--- config.mk ---
export PLATFORM = sky130hd
export DESIGN_NAME = mem_access_ctrl
export DESIGN_NICKNAME = d
export VERILOG_FILES = /design/src/rtl/mem_pkg.sv /design/src/rtl/wait_timer.sv /design/src/rtl/mem_access_ctrl.sv
export SDC_FILE = /design/constraint.sdc
export NUM_CORES = 1
export LEC_CHECK = 0
export CORE_MARGIN = 1
export CORE_UTILIZATION = 41
export DETAILED_ROUTE_END_ITERATION = 8
export HOLD_SLACK_MARGIN = 0.1
export PLACE_DENSITY = 0.82
export SYNTH_ARGS = -nofsm -noshare
export SYNTH_HDL_FRONTEND = slang
export SYNTH_SLANG_ARGS = --single-unit
--- constraint.sdc ---
create_clock -name clk -period 2.1 [get_ports clk]
set_input_delay 0.525 -clock clk [delete_from_list [all_inputs] [get_ports clk]]
set_output_delay 0.525 -clock clk [all_outputs]
set_load 0.01 [all_outputs]
--- src/rtl/mem_pkg.sv ---
// Shared memory-access definitions: control-word encodings and the sequencer state type,
// reused by the access controller and the future cache/bus arbiter.
package mem_pkg;

    localparam logic MEM_CS_ENABLE = 1'b1;
    localparam logic MEM_RD_READ   = 1'b1;

    typedef enum logic [1:0] {
        IDLE = 2'd0,
        BUSY = 2'd1,
        DONE = 2'd2
    } mem_state_t;

    // Word accesses require the two byte-offset bits to be zero.
    function automatic logic word_aligned(input logic [1:0] lsb);
        return lsb == 2'b00;
    endfunction

endpackage

--- src/rtl/wait_timer.sv ---
// Down-counter that flags expiry after LOAD run cycles following a clear.
module wait_timer #(
    parameter int unsigned LOAD = 15
) (
    input  logic clk,
    input  logic rst_n,
    input  logic clear,
    input  logic run,
    output logic expired
);

    localparam int unsigned CNT_W = (LOAD < 1) ? 1 : $clog2(LOAD + 1);

    logic [CNT_W-1:0] count;

    // expired is registered alongside the count so it is valid in the cycle count reaches zero
    always_ff @(posedge clk or negedge rst_n) begin
        if (!rst_n) begin
            count   <= '0;
            expired <= 1'b0;
        end else if (clear) begin
            count   <= CNT_W'(LOAD);
            expired <= (LOAD == 0);
        end else if (run && (count != '0)) begin
            count   <= count - CNT_W'(1);
            expired <= (count == CNT_W'(1));
        end
    end

endmodule

--- src/rtl/mem_access_ctrl.sv ---
// Load/store sequencer between decoded memory controls and a req/ack data-memory bus;
// stalls the pipeline while a single access is outstanding, with a bounded ack wait.
module mem_access_ctrl
    import mem_pkg::*;
#(
    parameter int unsigned ADDR_W  = 32,
    parameter int unsigned DATA_W  = 32,
    parameter int unsigned TIMEOUT = 15
) (
    input  logic              clk,
    input  logic              rst_n,
    input  logic              issue,
    input  logic              mem_cs,
    input  logic              mem_rd,
    input  logic [ADDR_W-1:0] addr,
    input  logic [DATA_W-1:0] wdata,
    output logic              stall,
    output logic [DATA_W-1:0] rdata,
    output logic              rdata_valid,
    output logic              err,
    output logic              bus_req,
    output logic              bus_we,
    output logic [ADDR_W-1:0] bus_addr,
    output logic [DATA_W-1:0] bus_wdata,
    input  logic              bus_ack,
    input  logic [DATA_W-1:0] bus_rdata
);

    mem_state_t state;
    logic       go;
    logic       read;
    logic       aligned;
    logic       start;
    logic       expired;

    assign go      = issue && (mem_cs == MEM_CS_ENABLE);
    assign read    = (mem_rd == MEM_RD_READ);
    assign aligned = word_aligned(addr[1:0]);
    assign start   = (state == IDLE) && go && aligned;

    // Pipeline is released in DONE so results and the next instruction line up.
    assign stall = start || (state == BUSY);

    wait_timer #(
        .LOAD(TIMEOUT)
    ) u_wait_timer (
        .clk    (clk),
        .rst_n  (rst_n),
        .clear  (start),
        .run    ((state == BUSY) && !bus_ack),
        .expired(expired)
    );

    // Sequencer with registered bus and result outputs; ack beats a same-cycle timeout.
    always_ff @(posedge clk or negedge rst_n) begin
        if (!rst_n) begin
            state       <= IDLE;
            bus_req     <= 1'b0;
            bus_we      <= 1'b0;
            bus_addr    <= '0;
            bus_wdata   <= '0;
            rdata       <= '0;
            rdata_valid <= 1'b0;
            err         <= 1'b0;
        end else begin
            rdata_valid <= 1'b0;
            err         <= 1'b0;
            case (state)
                IDLE: begin
                    if (go) begin
                        if (aligned) begin
                            bus_addr  <= addr;
                            bus_wdata <= wdata;
                            bus_we    <= !read;
                            bus_req   <= 1'b1;
                            state     <= BUSY;
                        end else begin
                            err <= 1'b1;
                        end
                    end
                end
                BUSY: begin
                    if (bus_ack) begin
                        bus_req <= 1'b0;
                        state   <= DONE;
                        if (!bus_we) begin
                            rdata       <= bus_rdata;
                            rdata_valid <= 1'b1;
                        end
                    end else if (expired) begin
                        bus_req <= 1'b0;
                        err     <= 1'b1;
                        state   <= DONE;
                    end
                end
                DONE: begin
                    state <= IDLE;
                end
                default: begin
                    state   <= IDLE;
                    bus_req <= 1'b0;
                end
            endcase
        end
    end

endmodule

Yosys cells after proc, flatten, opt, wreduce, memory -nomap -nowiden
Index checks and enable logic that the tools add are counted.
- bits in registers: 107
- bits of input ports: 102
- logic and storage cells: 57
- add/sub/neg operators: 1
- eq/ne operators: 6
- muxes and demuxes: 22
- bitwise gates (word level): 2
- reductions and logical operators: 16
- operator list (kind ; count):
    1-bit 2-to-1 mux ; 13
    3-bit AND reduction ; 3
    2-bit 2-to-1 mux ; 4
    4-bit 2-to-1 mux ; 2
    1-bit logical AND ; 5
    4-bit by 1-bit equality test with 1-bit output (second input constant) ; 1
    2-bit logical NOT ; 2
    2-bit inequality test (second input constant) ; 2
    2-bit case mux with 2 select lines ; 1
    4-bit AND reduction ; 1
    4-bit nonzero test ; 1
    4-bit by 1-bit subtractor with 4-bit output (second input constant) ; 1
    3-bit by 2-bit inequality test with 1-bit output (second input constant) ; 1
    1-bit case mux with 3 select lines ; 1
    2-bit by 1-bit equality test with 1-bit output (second input constant) ; 1
    2-bit equality test (second input constant) ; 1
    1-bit logical NOT ; 2
    1-bit NOT ; 2
    1-bit case mux with 2 select lines ; 1
    2-bit nonzero test ; 1
    1-bit logical OR ; 1

Depth between registers and ports, before layout
- depth in word-level cells: 5
- mapped depth: 5
- gate-level depth less buffers: 5

By module
Synthesis repeated with hierarchy kept, for this count alone.
- cells, all modules: 253
- area total of the unflattened synthesis: 4126.5 um^2
- by module, submodules not included (module ; times used ; cells an instance ; area an instance (um^2)):
    mem_access_ctrl ; 1 ; 226 ; 3837.4
    wait_timer ; 1 ; 27 ; 289.0

Worst setup path before layout
OpenSTA, ideal clock, no wires.
- kind: input to output
- start: in issue
- end: out stall
- arrival: 1.165 ns
- data required time: 1.575 ns
- setup slack: 0.410 ns
- stages: 4
- path buffers: 1
- path through: and4bb_4 nand2_4 buf_2 nand2_1
- longest elaborated chain between the ends: 4
- RTL lines (element ; line ; RTL):
    from (decl) ; mem_access_ctrl.sv:12 ; input logic issue,
    1-bit logical AND ; mem_access_ctrl.sv:36 ; assign go = issue && (mem_cs == MEM_CS_ENABLE);
    1-bit logical AND (2 in series) ; mem_access_ctrl.sv:39 ; assign start = (state == IDLE) && go && aligned;
    1-bit logical OR ; mem_access_ctrl.sv:42 ; assign stall = start || (state == BUSY);
    to (decl) ; mem_access_ctrl.sv:17 ; output logic stall,
No other way between the ends.

Final worst setup path
- start: in mem_cs
- end: out stall
- longest elaborated chain between the ends: 4
- RTL lines (element ; line ; RTL):
    from (decl) ; mem_access_ctrl.sv:13 ; input logic mem_cs,
    1-bit logical AND ; mem_access_ctrl.sv:36 ;
    1-bit logical AND (2 in series) ; mem_access_ctrl.sv:39 ;
    1-bit logical OR ; mem_access_ctrl.sv:42 ;
No other way between the ends.

==> flow_summary_export.csv <==
group,metric,value,unit
power,p_leak,0.00309,µW
drt,drt_iter0_drc,91,
setup_path,cp-end-kind,"primary output",
timing,setup_viol,0,
drt,ant_nets,0,
clocking,path_clk_slew,0.11,ns
final_layout,fin_util,0.656,
clocking,cts_tree,"built",
logic_synthesis,synthCells,254,
logic_synthesis,synth_nets,358,
setup_path,crit_buf_inv,2,
clocking,root_buffer,"clkbuf_8",
timing,worst_pin_slew,0.477,ns
die,initial_core_util,0.422,
setup_path,cp_cell_sequence,"clkdlybuf4s50_1 > and4bb_4 > nand2_4 > nand2_1 > buf_2",
logic_synthesis,ys.flop_type,"dfrtp_1",
power,power,6980,µW
timing,relSlewSlack,0.682,
logic_synthesis,yosysWarnings,0,
global_routing,grt_max_degree,39,
final_layout,area_delta_synth_final,55.3,%
timing,min_period,2.01,ns
logic_synthesis,synth_area_leaders,"dfrtp_1 61%, mux2_4 21%, mux2_2 8.8%",
timing,slew_viol_final,0,
die,dieArea,0.0111,mm²
final_layout,nFillCells,754,
setup_path,cp_max_fo,2,
drt,viasPerCell,4.81,
setup_path,crit_family,"buffers and inverters",
job,cap_violations,0,
timing,finClkSkew,0.0110,ns
power,power_density,1030,mW/mm²
global_routing,grt_pass1_wl,16200,µm
clocking,postCtsHoldBufs,0,
logic_synthesis,yosysTopAreaCell,"dfrtp_1",
timing,fin_crit_sh,0.956,
drt,drc,0,
drt,first_pass_iters,4,
global_routing,grt_antenna_before_repair,0,
setup_path,critPathLaunchType,"primary input",
final_layout,drive_gt1_frac,0.278,
timing,rsz0062_at_grt,"no",
timing,finalHoldViolations,0,
logic_synthesis,synth_edf_count,0,
outcome,outcome,"finished, final reports clean",
setup_path,max_stage_delay,0.46,ns
logic_synthesis,ys_ff_latch,107,
place,place_worst_setup_slack,-0.318,ns
drt,vias,2940,
place,gp_congestion,0.791,
logic_synthesis,avgSynthCellArea,17.2,µm²
clocking,clk_latency,0.35,ns
logic_synthesis,yosysSeqAreaShare,0.614,
logic_synthesis,synth_common_cells,"107 x dfrtp_1, 60 x mux2_4, 34 x mux2_2, 9 x buf_6, 6 x o21ai_0",
global_routing,grt_pass1_vias,3104,
global_routing,grt_use_total,0.189,
logic_synthesis,synth_area,0.00436,mm²
setup_path,required,1.57,ns
setup_path,crit_type,"in -> out",
die,coreArea,0.0103,mm²
final_layout,register_area,0.00268,mm²
clocking,clk_path_buf_depth,2,
logic_synthesis,async_flop_share,1.00,
die,die_y,105,µm
final_layout,layout.nets,574,
clocking,cts_num_sinks,107,
die,die_w,105,µm
place,dp_hpwl,7560,µm
timing,layout_setup_ws,0.0932,ns
final_layout,multi_input_area,0.00157,mm²
place,port_buffers,202,
clocking,cts_buffers,9,
clocking,cts_max_level,3,
power,peakVddDrop,0.548,mV
drt,drt-total-wl,10100,µm
logic_synthesis,synth_cell_types,27,
die,rows,37,
timing,clock.fmax,498,MHz
setup_path,crit_arrival,1.48,ns
final_layout,diodes,0,
logic_synthesis,synth_top_area_frac,0.614,
drt,wl_per_cell,16.5,µm
timing,hold-worst-slack,0.116,ns
min_path,hp-class,"in -> async",
setup_path,critPathSlowestCell,"clkdlybuf4s50_1",
global_routing,grt_overflow_total,0,
logic_synthesis,synth_most_common_cell,"dfrtp_1",
die,ios,203,
==> registers in the layout (all words and copies together), names as in the netlist <==
name,cells
rdata_valid,1
bus_wdata,32
bus_req,1
state,2
u_wait_timer.expired,1
err,1
bus_addr,32
u_wait_timer.count,4
rdata,32
bus_we,1
==> cells in the final DEF (no fill, tap or decap), types with 2 or more instances in the layout <==
cell type | Yosys | routed
o31ai_1 | 2 | 2
mux2_2 | 34 | 34
and3_1 | 2 | 2
nor2_1 | 3 | 3
mux2_4 | 60 | 60
clkbuf_8 | 0 | 9
ha_1 | 2 | 2
nand2_1 | 5 | 5
nor3b_1 | 2 | 2
or3b_2 | 2 | 2
clkdlybuf4s50_1 | 0 | 200
o21ai_0 | 6 | 6
and2_1 | 2 | 2
dfrtp_1 | 107 | 107
buf_4 | 0 | 10
a31oi_1 | 3 | 3
inv_8 | 0 | 2
nand3_1 | 2 | 2
inv_1 | 2 | 2
buf_12 | 0 | 4
clkinv_4 | 0 | 2
==> final cells by class <==
type | count | area share
Timing Repair Buffer | 215 | 0.319
Tap cell | 136 | 0.0251
Sequential cell | 107 | 0.395
Clock inverter | 7 | 0.00905
Multi-Input combinational cell | 135 | 0.232
Clock buffer | 9 | 0.0183
Inverter | 2 | 0.00111
==> metal layers <==
metal	routed length [µm]	GRT usage	vias up
li1	-	-	1331
met1	4120	0.232	1470
met2	5090	0.325	130
met3	731	0.0549	9
met4	113	0.0533	0
met5	0	0	-
==> final timing paths <==
path                                 startpoint                   endpoint  slack, ns  cells after the start
max reg2reg                state[1]$_DFFE_PN0P_   bus_addr[17]$_DFFE_PN0P_       0.29                      5
min reg2reg                 bus_req$_DFFE_PN0P_        bus_req$_DFFE_PN0P_       0.49                      2
min                                       rst_n  bus_wdata[15]$_DFFE_PN0P_       0.12                      1
max in group asynchronous                 rst_n       rdata[5]$_DFFE_PN0P_       1.41                      2
max                                      mem_cs                      stall       0.09                      5
min in group clk            bus_req$_DFFE_PN0P_        bus_req$_DFFE_PN0P_       0.49                      2
==> where the power goes <==
part           leakage, µW  switching [µW]  internal [µW]
clock network    0.0000936             714            455
logic              0.00170             890           1840
registers          0.00129             380           2700
total              0.00309            1980           5000
==> metrics by stage <==
stage / setup TNS, ns / cells / cell area [µm²]
after floorplan: 0 / 254 / 4360
after global placement: -7.59 / 594 / 6580
after detailed placement: -8.96 / 594 / 6580
after CTS: 0 / 611 / 6770
after global routing: 0 / 611 / 6770
final: 0 / 611 / 6770
==> repair_timing <==
action,4_1_cts,5_1_grt
buffers inserted,1,0
resized for setup,4,0
setup endpoints to repair,1,0
==> cells by family (layout without fill, tap and decap cells) <==
family	after synthesis	count (layout)	share of synthesized area
compound gates	14	14	0.0195
fa+ha+maj	2	2	0.00574
buf+inv	12	233	0.0261
flops	107	107	0.614
mux	94	94	0.294
simple gates	25	25	0.0402
(Power assumes the default switching activity.)
